### src/rtl/sd_sector_arbiter_pkg.sv
// sd_sector_arbiter_pkg: op codes, sector size and arbiter state encoding
package sd_sector_arbiter_pkg;
    localparam logic OP_READ  = 1'b0;
    localparam logic OP_WRITE = 1'b1;
    localparam int SD_SECTOR_BYTES = 512;
    typedef enum logic [2:0] {IDLE, ISSUE, WAIT_BUSY, XFER, DONE} arb_state_t;
endpackage

### src/rtl/sd_sector_arbiter_if.sv
// sd_sector_arbiter_if: requester-side and controller-side signals of the sector arbiter
interface sd_sector_arbiter_if #(
    parameter int NUM_REQ = 2,
    parameter int ADDR_W  = 26
);
    logic [NUM_REQ-1:0]        req;
    logic [NUM_REQ-1:0]        req_op;
    logic [NUM_REQ*ADDR_W-1:0] req_sector;
    logic [NUM_REQ*8-1:0]      req_wdata;
    logic [NUM_REQ-1:0]        grant;
    logic [7:0]                rdata;
    logic [NUM_REQ-1:0]        byte_stb;
    logic [NUM_REQ-1:0]        done;
    logic [NUM_REQ-1:0]        err;
    logic                      sd_execute;
    logic                      sd_op_code;
    logic [ADDR_W-1:0]         sd_sector_address;
    logic [7:0]                sd_outgoing_byte;
    logic [7:0]                sd_incoming_byte;
    logic                      sd_finished_byte;
    logic                      sd_finished_sector;
    logic                      sd_busy;
    modport master (
        input  req, req_op, req_sector, req_wdata,
        input  sd_incoming_byte, sd_finished_byte, sd_finished_sector, sd_busy,
        output grant, rdata, byte_stb, done, err,
        output sd_execute, sd_op_code, sd_sector_address, sd_outgoing_byte
    );
    modport slave (
        output req, req_op, req_sector, req_wdata,
        output sd_incoming_byte, sd_finished_byte, sd_finished_sector, sd_busy,
        input  grant, rdata, byte_stb, done, err,
        input  sd_execute, sd_op_code, sd_sector_address, sd_outgoing_byte
    );
endinterface

### src/rtl/sd_rr_picker.sv
// sd_rr_picker: combinational round-robin pick of the first request at or after ptr
module sd_rr_picker #(
    parameter int NUM_REQ = 2,
    parameter int PTR_W   = 1
) (
    input  logic [NUM_REQ-1:0] req,
    input  logic [PTR_W-1:0]   ptr,
    output logic [NUM_REQ-1:0] win,
    output logic               valid
);
    always_comb begin
        win = '0;
        for (int o = NUM_REQ - 1; o >= 0; o--) begin
            if (req[(int'(ptr) + o) % NUM_REQ]) begin
                win = '0;
                win[(int'(ptr) + o) % NUM_REQ] = 1'b1;
            end
        end
    end
    assign valid = |req;
endmodule

### src/rtl/sd_sector_arbiter.sv
// sd_sector_arbiter: round-robin sharing of one SD controller between sector requesters
// Define SD_ARB_TIMEOUT_EN to add a watchdog that forces DONE with err after TIMEOUT_CYCLES.
module sd_sector_arbiter
    import sd_sector_arbiter_pkg::*;
#(
    parameter int NUM_REQ        = 2,
    parameter int ADDR_W         = 26,
    parameter int SECTOR_BYTES   = SD_SECTOR_BYTES,
    parameter int TIMEOUT_CYCLES = 2**20
) (
    input logic clk,
    input logic rst,
    sd_sector_arbiter_if.master bus
);
    localparam int PTR_W = NUM_REQ > 1 ? $clog2(NUM_REQ) : 1;
    localparam int CNT_W = $clog2(SECTOR_BYTES) + 1;

    arb_state_t         state, state_nxt;
    logic [PTR_W-1:0]   ptr, ptr_nxt;
    logic [NUM_REQ-1:0] pick, grant, byte_stb;
    logic               pick_valid, pick_op, op, ovf, tmo, tmo_hit, full;
    logic [ADDR_W-1:0]  pick_sector, sector;
    logic [CNT_W-1:0]   byte_cnt;
    logic [7:0]         wdata_mux, rdata;

    sd_rr_picker #(.NUM_REQ(NUM_REQ), .PTR_W(PTR_W)) u_picker (
        .req(bus.req), .ptr(ptr), .win(pick), .valid(pick_valid)
    );

    always_comb begin
        pick_op     = |(bus.req_op & pick);
        pick_sector = '0;
        wdata_mux   = '0;
        ptr_nxt     = '0;
        for (int i = 0; i < NUM_REQ; i++) begin
            pick_sector |= pick[i] ? bus.req_sector[i*ADDR_W +: ADDR_W] : '0;
            wdata_mux   |= grant[i] ? bus.req_wdata[i*8 +: 8] : '0;
            if (grant[i]) ptr_nxt = PTR_W'((i + 1) % NUM_REQ);
        end
    end

    assign full = byte_cnt == CNT_W'(SECTOR_BYTES);

    always_comb begin
        state_nxt = state == IDLE      ? (pick_valid && !bus.sd_busy ? ISSUE : IDLE) :
                    state == ISSUE     ? WAIT_BUSY :
                    state == WAIT_BUSY ? (bus.sd_busy ? XFER : tmo_hit ? DONE : WAIT_BUSY) :
                    state == XFER      ? (bus.sd_finished_sector || tmo_hit ? DONE : XFER) :
                                         IDLE;
    end

    always_ff @(posedge clk) begin
        if (rst) state <= IDLE;
        else     state <= state_nxt;
    end

    always_ff @(posedge clk) begin
        if (rst) begin
            grant    <= '0;
            ptr      <= '0;
            byte_cnt <= '0;
            ovf      <= 1'b0;
            byte_stb <= '0;
            rdata    <= '0;
            op       <= 1'b0;
            sector   <= '0;
        end else begin
            byte_stb <= '0;
            if (state == IDLE && state_nxt == ISSUE) begin
                grant  <= pick;
                op     <= pick_op;
                sector <= pick_sector;
            end
            if (state == ISSUE) begin
                byte_cnt <= '0;
                ovf      <= 1'b0;
            end
            // bytes beyond a full sector are dropped and only flagged
            if (state == XFER && bus.sd_finished_byte) begin
                if (full) ovf <= 1'b1;
                else begin
                    byte_cnt <= byte_cnt + CNT_W'(1);
                    rdata    <= bus.sd_incoming_byte;
                    byte_stb <= grant;
                end
            end
            if (state == DONE) begin
                grant <= '0;
                ptr   <= ptr_nxt;
            end
        end
    end

`ifdef SD_ARB_TIMEOUT_EN
    localparam int WD_W = $clog2(TIMEOUT_CYCLES + 1);
    logic [WD_W-1:0] wd;
    logic            active;
    assign active  = state == WAIT_BUSY || state == XFER;
    assign tmo_hit = active && wd == WD_W'(TIMEOUT_CYCLES - 1);
    always_ff @(posedge clk) begin
        if (rst) begin
            wd  <= '0;
            tmo <= 1'b0;
        end else begin
            wd  <= active ? wd + WD_W'(1) : '0;
            tmo <= state == ISSUE ? 1'b0 : tmo | tmo_hit;
        end
    end
`else
    assign tmo_hit = 1'b0;
    assign tmo     = 1'b0;
`endif

    assign bus.grant             = grant;
    assign bus.byte_stb          = byte_stb;
    assign bus.rdata             = rdata;
    assign bus.done              = state == DONE ? grant : '0;
    assign bus.err               = state == DONE && (!full || ovf || tmo) ? grant : '0;
    assign bus.sd_execute        = state == ISSUE;
    assign bus.sd_op_code        = op;
    assign bus.sd_sector_address = sector;
    assign bus.sd_outgoing_byte  = wdata_mux;
endmodule
### src/flat_wrapper.sv
// flat-port wrapper written by rule: the top's interface ports become plain ports
module sd_sector_arbiter_flat import sd_sector_arbiter_pkg::*;
#(
    parameter int NUM_REQ        = 2,
    parameter int ADDR_W         = 26,
    parameter int SECTOR_BYTES   = SD_SECTOR_BYTES,
    parameter int TIMEOUT_CYCLES = 2**20
)
  (clk, rst, bus_req, bus_req_op, bus_req_sector, bus_req_wdata, bus_sd_incoming_byte, bus_sd_finished_byte, bus_sd_finished_sector, bus_sd_busy, bus_grant, bus_rdata, bus_byte_stb, bus_done, bus_err, bus_sd_execute, bus_sd_op_code, bus_sd_sector_address, bus_sd_outgoing_byte);
  sd_sector_arbiter_if #(.NUM_REQ(NUM_REQ), .ADDR_W(ADDR_W)) bus_i ();
  input logic clk;
  input logic rst;
  input wire logic [$bits(bus_i.req)-1:0] bus_req;
  input wire logic [$bits(bus_i.req_op)-1:0] bus_req_op;
  input wire logic [$bits(bus_i.req_sector)-1:0] bus_req_sector;
  input wire logic [$bits(bus_i.req_wdata)-1:0] bus_req_wdata;
  input wire logic [$bits(bus_i.sd_incoming_byte)-1:0] bus_sd_incoming_byte;
  input wire logic [$bits(bus_i.sd_finished_byte)-1:0] bus_sd_finished_byte;
  input wire logic [$bits(bus_i.sd_finished_sector)-1:0] bus_sd_finished_sector;
  input wire logic [$bits(bus_i.sd_busy)-1:0] bus_sd_busy;
  output wire logic [$bits(bus_i.grant)-1:0] bus_grant;
  output wire logic [$bits(bus_i.rdata)-1:0] bus_rdata;
  output wire logic [$bits(bus_i.byte_stb)-1:0] bus_byte_stb;
  output wire logic [$bits(bus_i.done)-1:0] bus_done;
  output wire logic [$bits(bus_i.err)-1:0] bus_err;
  output wire logic [$bits(bus_i.sd_execute)-1:0] bus_sd_execute;
  output wire logic [$bits(bus_i.sd_op_code)-1:0] bus_sd_op_code;
  output wire logic [$bits(bus_i.sd_sector_address)-1:0] bus_sd_sector_address;
  output wire logic [$bits(bus_i.sd_outgoing_byte)-1:0] bus_sd_outgoing_byte;
  assign bus_i.req = bus_req;
  assign bus_i.req_op = bus_req_op;
  assign bus_i.req_sector = bus_req_sector;
  assign bus_i.req_wdata = bus_req_wdata;
  assign bus_i.sd_incoming_byte = bus_sd_incoming_byte;
  assign bus_i.sd_finished_byte = bus_sd_finished_byte;
  assign bus_i.sd_finished_sector = bus_sd_finished_sector;
  assign bus_i.sd_busy = bus_sd_busy;
  assign bus_grant = bus_i.grant;
  assign bus_rdata = bus_i.rdata;
  assign bus_byte_stb = bus_i.byte_stb;
  assign bus_done = bus_i.done;
  assign bus_err = bus_i.err;
  assign bus_sd_execute = bus_i.sd_execute;
  assign bus_sd_op_code = bus_i.sd_op_code;
  assign bus_sd_sector_address = bus_i.sd_sector_address;
  assign bus_sd_outgoing_byte = bus_i.sd_outgoing_byte;
  sd_sector_arbiter #(.NUM_REQ(NUM_REQ), .ADDR_W(ADDR_W), .SECTOR_BYTES(SECTOR_BYTES), .TIMEOUT_CYCLES(TIMEOUT_CYCLES)) u_core (.clk(clk), .rst(rst), .bus(bus_i));
endmodule
### config.mk
export PLATFORM = sky130hd
export DESIGN_NAME = sd_sector_arbiter_flat
export DESIGN_NICKNAME = d
export VERILOG_FILES = /design/src/rtl/sd_sector_arbiter_pkg.sv /design/src/rtl/sd_sector_arbiter_if.sv /design/src/rtl/sd_rr_picker.sv /design/src/rtl/sd_sector_arbiter.sv /design/src/flat_wrapper.sv
export SDC_FILE = /design/constraint.sdc
export NUM_CORES = 1
export LEC_CHECK = 0
export ABC_AREA = 1
export CAP_MARGIN = 40
export CORE_ASPECT_RATIO = 1.25
export CORE_UTILIZATION = 41
export CTS_CLUSTER_DIAMETER = 150
export CTS_CLUSTER_SIZE = 12
export DETAILED_ROUTE_END_ITERATION = 8
export PLACE_DENSITY_LB_ADDON = 0.25
export SETUP_SLACK_MARGIN = 0.2
export SLEW_MARGIN = 15
export SYNTH_ARGS = -nofsm -noshare
export SYNTH_HDL_FRONTEND = slang
export SYNTH_SLANG_ARGS = --single-unit
export TNS_END_PERCENT = 10
### constraint.sdc
create_clock -name clk -period 1.95 [get_ports clk]
set_input_delay 0.585 -clock clk [delete_from_list [all_inputs] [get_ports clk]]
set_output_delay 0.585 -clock clk [all_outputs]
set_load 0.01 [all_outputs]
# == Word level (Yosys, flattened, before mapping) ==
# Cells that the tools add are included.
# totals
n_memories,0
output_inout_bits,52
in_bits,85
regBits,54
mem_bits_rw,0
latchBits,0
rom_bits,0
# op_classes
order_cmp,4
multipliers,0
n_reduce_logical,15
eq_ne,6
bitwise_logic,6
n_mux,32
n_shift,0
add_sub_neg,2
n_div,0
# ops
cell,count
26-bit two-way mux,2
10-bit two-way mux,3
26-bit OR,1
8-bit two-way mux,2
3-bit two-way mux,5
1-bit two-way mux,14
10-bit by 1-bit adder with 10-bit output (second input constant),1
10-bit == test (second input constant),1
2-bit two-way mux,4
8-bit OR,1
3-bit by 1-bit == test with 1-bit output (second input constant),2
3-bit by 2-bit == test with 1-bit output (second input constant),2
1-bit logical AND,6
2-bit OR reduction,3
3-bit == test (second input constant),1
3-bit zero test,1
2-bit by 3-bit < comparator with 1-bit output (second input constant),1
3-bit OR reduction,1
2-bit AND,1
1-bit demux with 1-bit select,2
2-bit by 1-bit >= comparator with 1-bit output (second input constant),1
1-bit zero test,2
1-bit by 2-bit < comparator with 1-bit output (second input constant),1
1-bit NOT,2
other kinds (5),5

# == Logic depth before layout (Yosys ltp) ==
# depth
ltp_word,10
depth_mapped,9
mapped_depth_nobuf,9

# == Cells and area by module ==
# Synthesis repeated with hierarchy kept, for this count alone.
# unflattened
cells_unflattened,357
hier_area_um2,2602.5
# modules_own_cells
mod,area_per_inst_um2,cells_per_inst,seq_area_each_um2,n_inst
sd_sector_arbiter,2577.5,351,1081.0,1
sd_rr_picker,25.0,6,0.0,1

# == Least setup slack after synthesis ==
# OpenSTA, ideal clock, no wires.
# synth_path
kind,reg-to-output
startpoint,register u_core.byte_cnt[0]
endpoint,output bus_err[0]
n_path_buf,0
stages_incl_launch_ff,7
path_slack_ps,282
arrival_ps,1083
path_cell_list,dfxtp_1 -> inv_1 -> ha_1 -> nor3b_1 -> nand3_1 -> o21bai_1 -> nor2_1
# synth_between
elab_chain_len,5
# synth_lines
item,line,rtl
from (decl),sd_sector_arbiter.sv:23,logic [CNT_W-1:0] byte_cnt;
from (signal assigned),sd_sector_arbiter.sv:82,byte_cnt <= byte_cnt + CNT_W'(1);
10-bit == test,sd_sector_arbiter.sv:42,assign full = byte_cnt == CNT_W'(SECTOR_BYTES);
1-bit zero test,sd_sector_arbiter.sv:118,assign bus.err = state == DONE && (!full || ovf || tmo) ? grant : '0;
1-bit logical OR,sd_sector_arbiter.sv:118,
1-bit logical AND,sd_sector_arbiter.sv:118,
2-bit two-way mux,sd_sector_arbiter.sv:118,
to (decl),flat_wrapper.sv:25,output wire logic [$bits(bus_i.err)-1:0] bus_err;
# No other way between the ends.

# == Worst setup path after layout ==
# layout_path
startpoint,register u_core.byte_cnt[0]
endpoint,output bus_err[1]
# Same word-level chain as after synthesis.

==> run metrics <==
status complete, but fails checks; failing checks setup timing; Tcrit/Tclk final 111%; Layout area overhead 61.0%; Finished Cell Area 4450 um^2; Synth warnings 0; Worst VDD drop 335 uV; total CTS buffers 5; Worst Setup SP u_core.byte_cnt[0]; pre-CTS WS -0.364 ns; Final Net Count 651; Worst Max-Slew Pin Slew 0.295 ns; reg-to-reg startpoint u_core.byte_cnt[0]; Leak 2.06 nW; hold path depth 2; clk slew on worst S/H paths 0.10 ns; Max Cap Viol 0; total power 2.48 mW; critical path class reg -> out; H-Tree Depth 2; DRC 0; multi-input gate area in the final layout 1510 um^2; Worst Reg-to-Reg Cells 8; Hold Startpoint u_core.bus.rdata[7]; Crit-path slowest cell dfxtp_2; row count 33; die area 7070 um^2; max-slew violation count 0; Synth area leader dfxtp_1; Mean Syn Cell Area 6.75 um^2; Total GRT Usage 23.7%; Clk Latency, worst-skew pair 0.30 ns; Finish-stage setup viols 2; RSZ-0062 raised after global routing true; # diodes 0; Post-synth EDFFs 0; register area 1090 um^2; ANT nets after route 0; Filler cells 620; clock buffer depth 2; area post-placement 4360 um^2; Initial Util 42.3%; Syn Inst Count 409; Slew headroom 80.2%; worst setup margin -0.216 ns; Pre-Repair DR Iteration Count 4; setup TNS -0.318 ns; critical path data required time 1.36 ns; RD Place Congestion 0.911; wire length per cell 12.6 um; top post-synthesis cells by count 127 x nand2_1, 79 x nand3_1, 54 x dfxtp_1; Final Hold Viols 0; Syn Std Cell Area 2760 um^2; Top-Level Pins 137; Buffers on Ports 136; via count 3218; crit-path cells inv_2, ha_4, nor3b_2, nand3_1, o21bai_1, buf_4, nor2_1, buf_2; clock root cell clkbuf_8; Synth Register Bits 54; CTS tree built; first-pass GRT wire length 13200 um; Max Clk Rate 462 MHz; Sink Count 54; Hold Buf Count CTS 0; synth top area cells dfxtp_1 39%, nand2_1 17%, nand3_1 14%, a21oi_1 8.2%, nor2_1 2.7%; Setup crit start kind register; area share of the largest cell type after synthesis 39.1%; Distinct cells, synth 29; Worst Skew 0.00580 ns; Main synth FF type dfxtp_1; HPWL Detailed 6200 um; fin crit period 2.17 ns; Worst Path Max Fanout 2; mean number of vias per cell 4.94; initial antenna violation count 0; count leader, synth nand2_1; CP endpoint kind primary output; layout cells sized above 1 15.2%; slowest stage delay, CP 0.33 ns; core box area 6520 um^2; vias in the first global route 3027; aggregate global routing overflow 0; P per Cell Area 559 nW/um^2; DIE WIDTH 75.4 um; Worst EP arrival 1.58 ns; min-delay worst type reg -> reg; drt initial violations 129; Mapped Nets 496; sequential share of the synthesized area 39.1%; Async S/R FF share, synth 0%; final wirelength 8220 um; Die Height 93.8 um; largest net degree at the start of global routing 29
-- critical path: cells and delay by family (launching register included) --
family / cells / cell delay (ns)
fa+ha+maj: 1 / 0.13
simple gates: 3 / 0.29
flops: 1 / 0.33
buf+inv: 3 / 0.35
compound gates: 1 / 0.19
-- metrics by stage --
stage,hold WS (ns),util (%),instances
finish,0.464,68.2,652
global route,0.482,68.2,652
CTS,0.465,67.6,652
detailed placement,0.452,66.9,641
global placement,0.447,66.9,641
floorplan,0.439,-,409
-- flip-flops by register name, indices dropped and copies added (netlist names), 2 cells and up --
register,cells
u_core.bus.grant,2
u_core.byte_cnt,10
u_core.bus.sd_sector_address,26
u_core.bus.rdata,8
u_core.state,3
u_core.bus.byte_stb,2
-- power by group --
group,switching [mW],leakage [nW],internal (mW)
clock network,0.371,0.0585,0.385
logic,0.266,1.56,0.298
registers,0.0217,0.440,1.14
total,0.659,2.06,1.83
-- kinds of logic (layout without fill, tap and decap cells) --
logic type	after synthesis	after routing	synth area share [%]
flip-flops	54	54	39.1
AND/OR/NAND/NOR	241	241	38.2
buffers and inverters	49	205	8.20
XOR/XNOR	4	4	1.27
AO/OA/AOI/OAI	59	59	12.2
adder cells (fa/ha/maj)	2	2	0.906
-- worst paths after layout --
check                        endpoint  slack, ns
setup / recovery           bus_err[1]      -0.22
hold / removal    u_core.bus.rdata[7]       0.46
setup reg to reg   u_core.byte_cnt[8]       0.43
hold reg to reg   u_core.bus.rdata[7]       0.46
-- area by class of cell --
type,count,share of cell area [%]
Clock inverter,3,0.985
Tap cell,87,2.45
Multi-Input combinational cell,306,33.8
Inverter,23,1.97
Timing Repair Buffer,174,34.7
Clock buffer,5,1.55
Sequential cell,54,24.5
-- routing by layer --
layer	track usage, %	share of wire [%]	wire (um)
met5	0	0	0
met1	25.8	41	3350
met4	5.86	1.2	100
met2	44.0	53	4340
met3	6.22	5.2	424
-- timing repair --
item / CTS / global route
gates resized for setup: 124 / 9
buffers inserted: 3 / 0
endpoints found under the setup margin: 61 / 28
pin swaps: 14 / 4
-- placed cells by master, fill, tap and decap left out, drive strengths merged --
cell type | synthesis | routed
nand2 | 130 | 130
ha | 2 | 2
clkinv | 2 | 3
o31ai | 1 | 1
clkdlybuf4s50 | 0 | 66
o21bai | 1 | 1
buf | 19 | 52
nand3b | 1 | 1
nor3b | 1 | 1
dlymetal6s2s | 0 | 2
dlygate4sd2 | 0 | 53
nor3 | 4 | 4
inv | 21 | 22
dfxtp | 54 | 54
xor2 | 3 | 3
nand4 | 3 | 3
xnor2 | 1 | 1
o21ai | 3 | 3
a22o | 8 | 8
nand3 | 81 | 81
clkdlybuf4s15 | 0 | 1
a211oi | 1 | 1
nor2 | 21 | 21
a21oi | 45 | 45
bufinv | 0 | 1
clkbuf | 7 | 5
No activity file was read; power rests on OpenSTA's default activity.
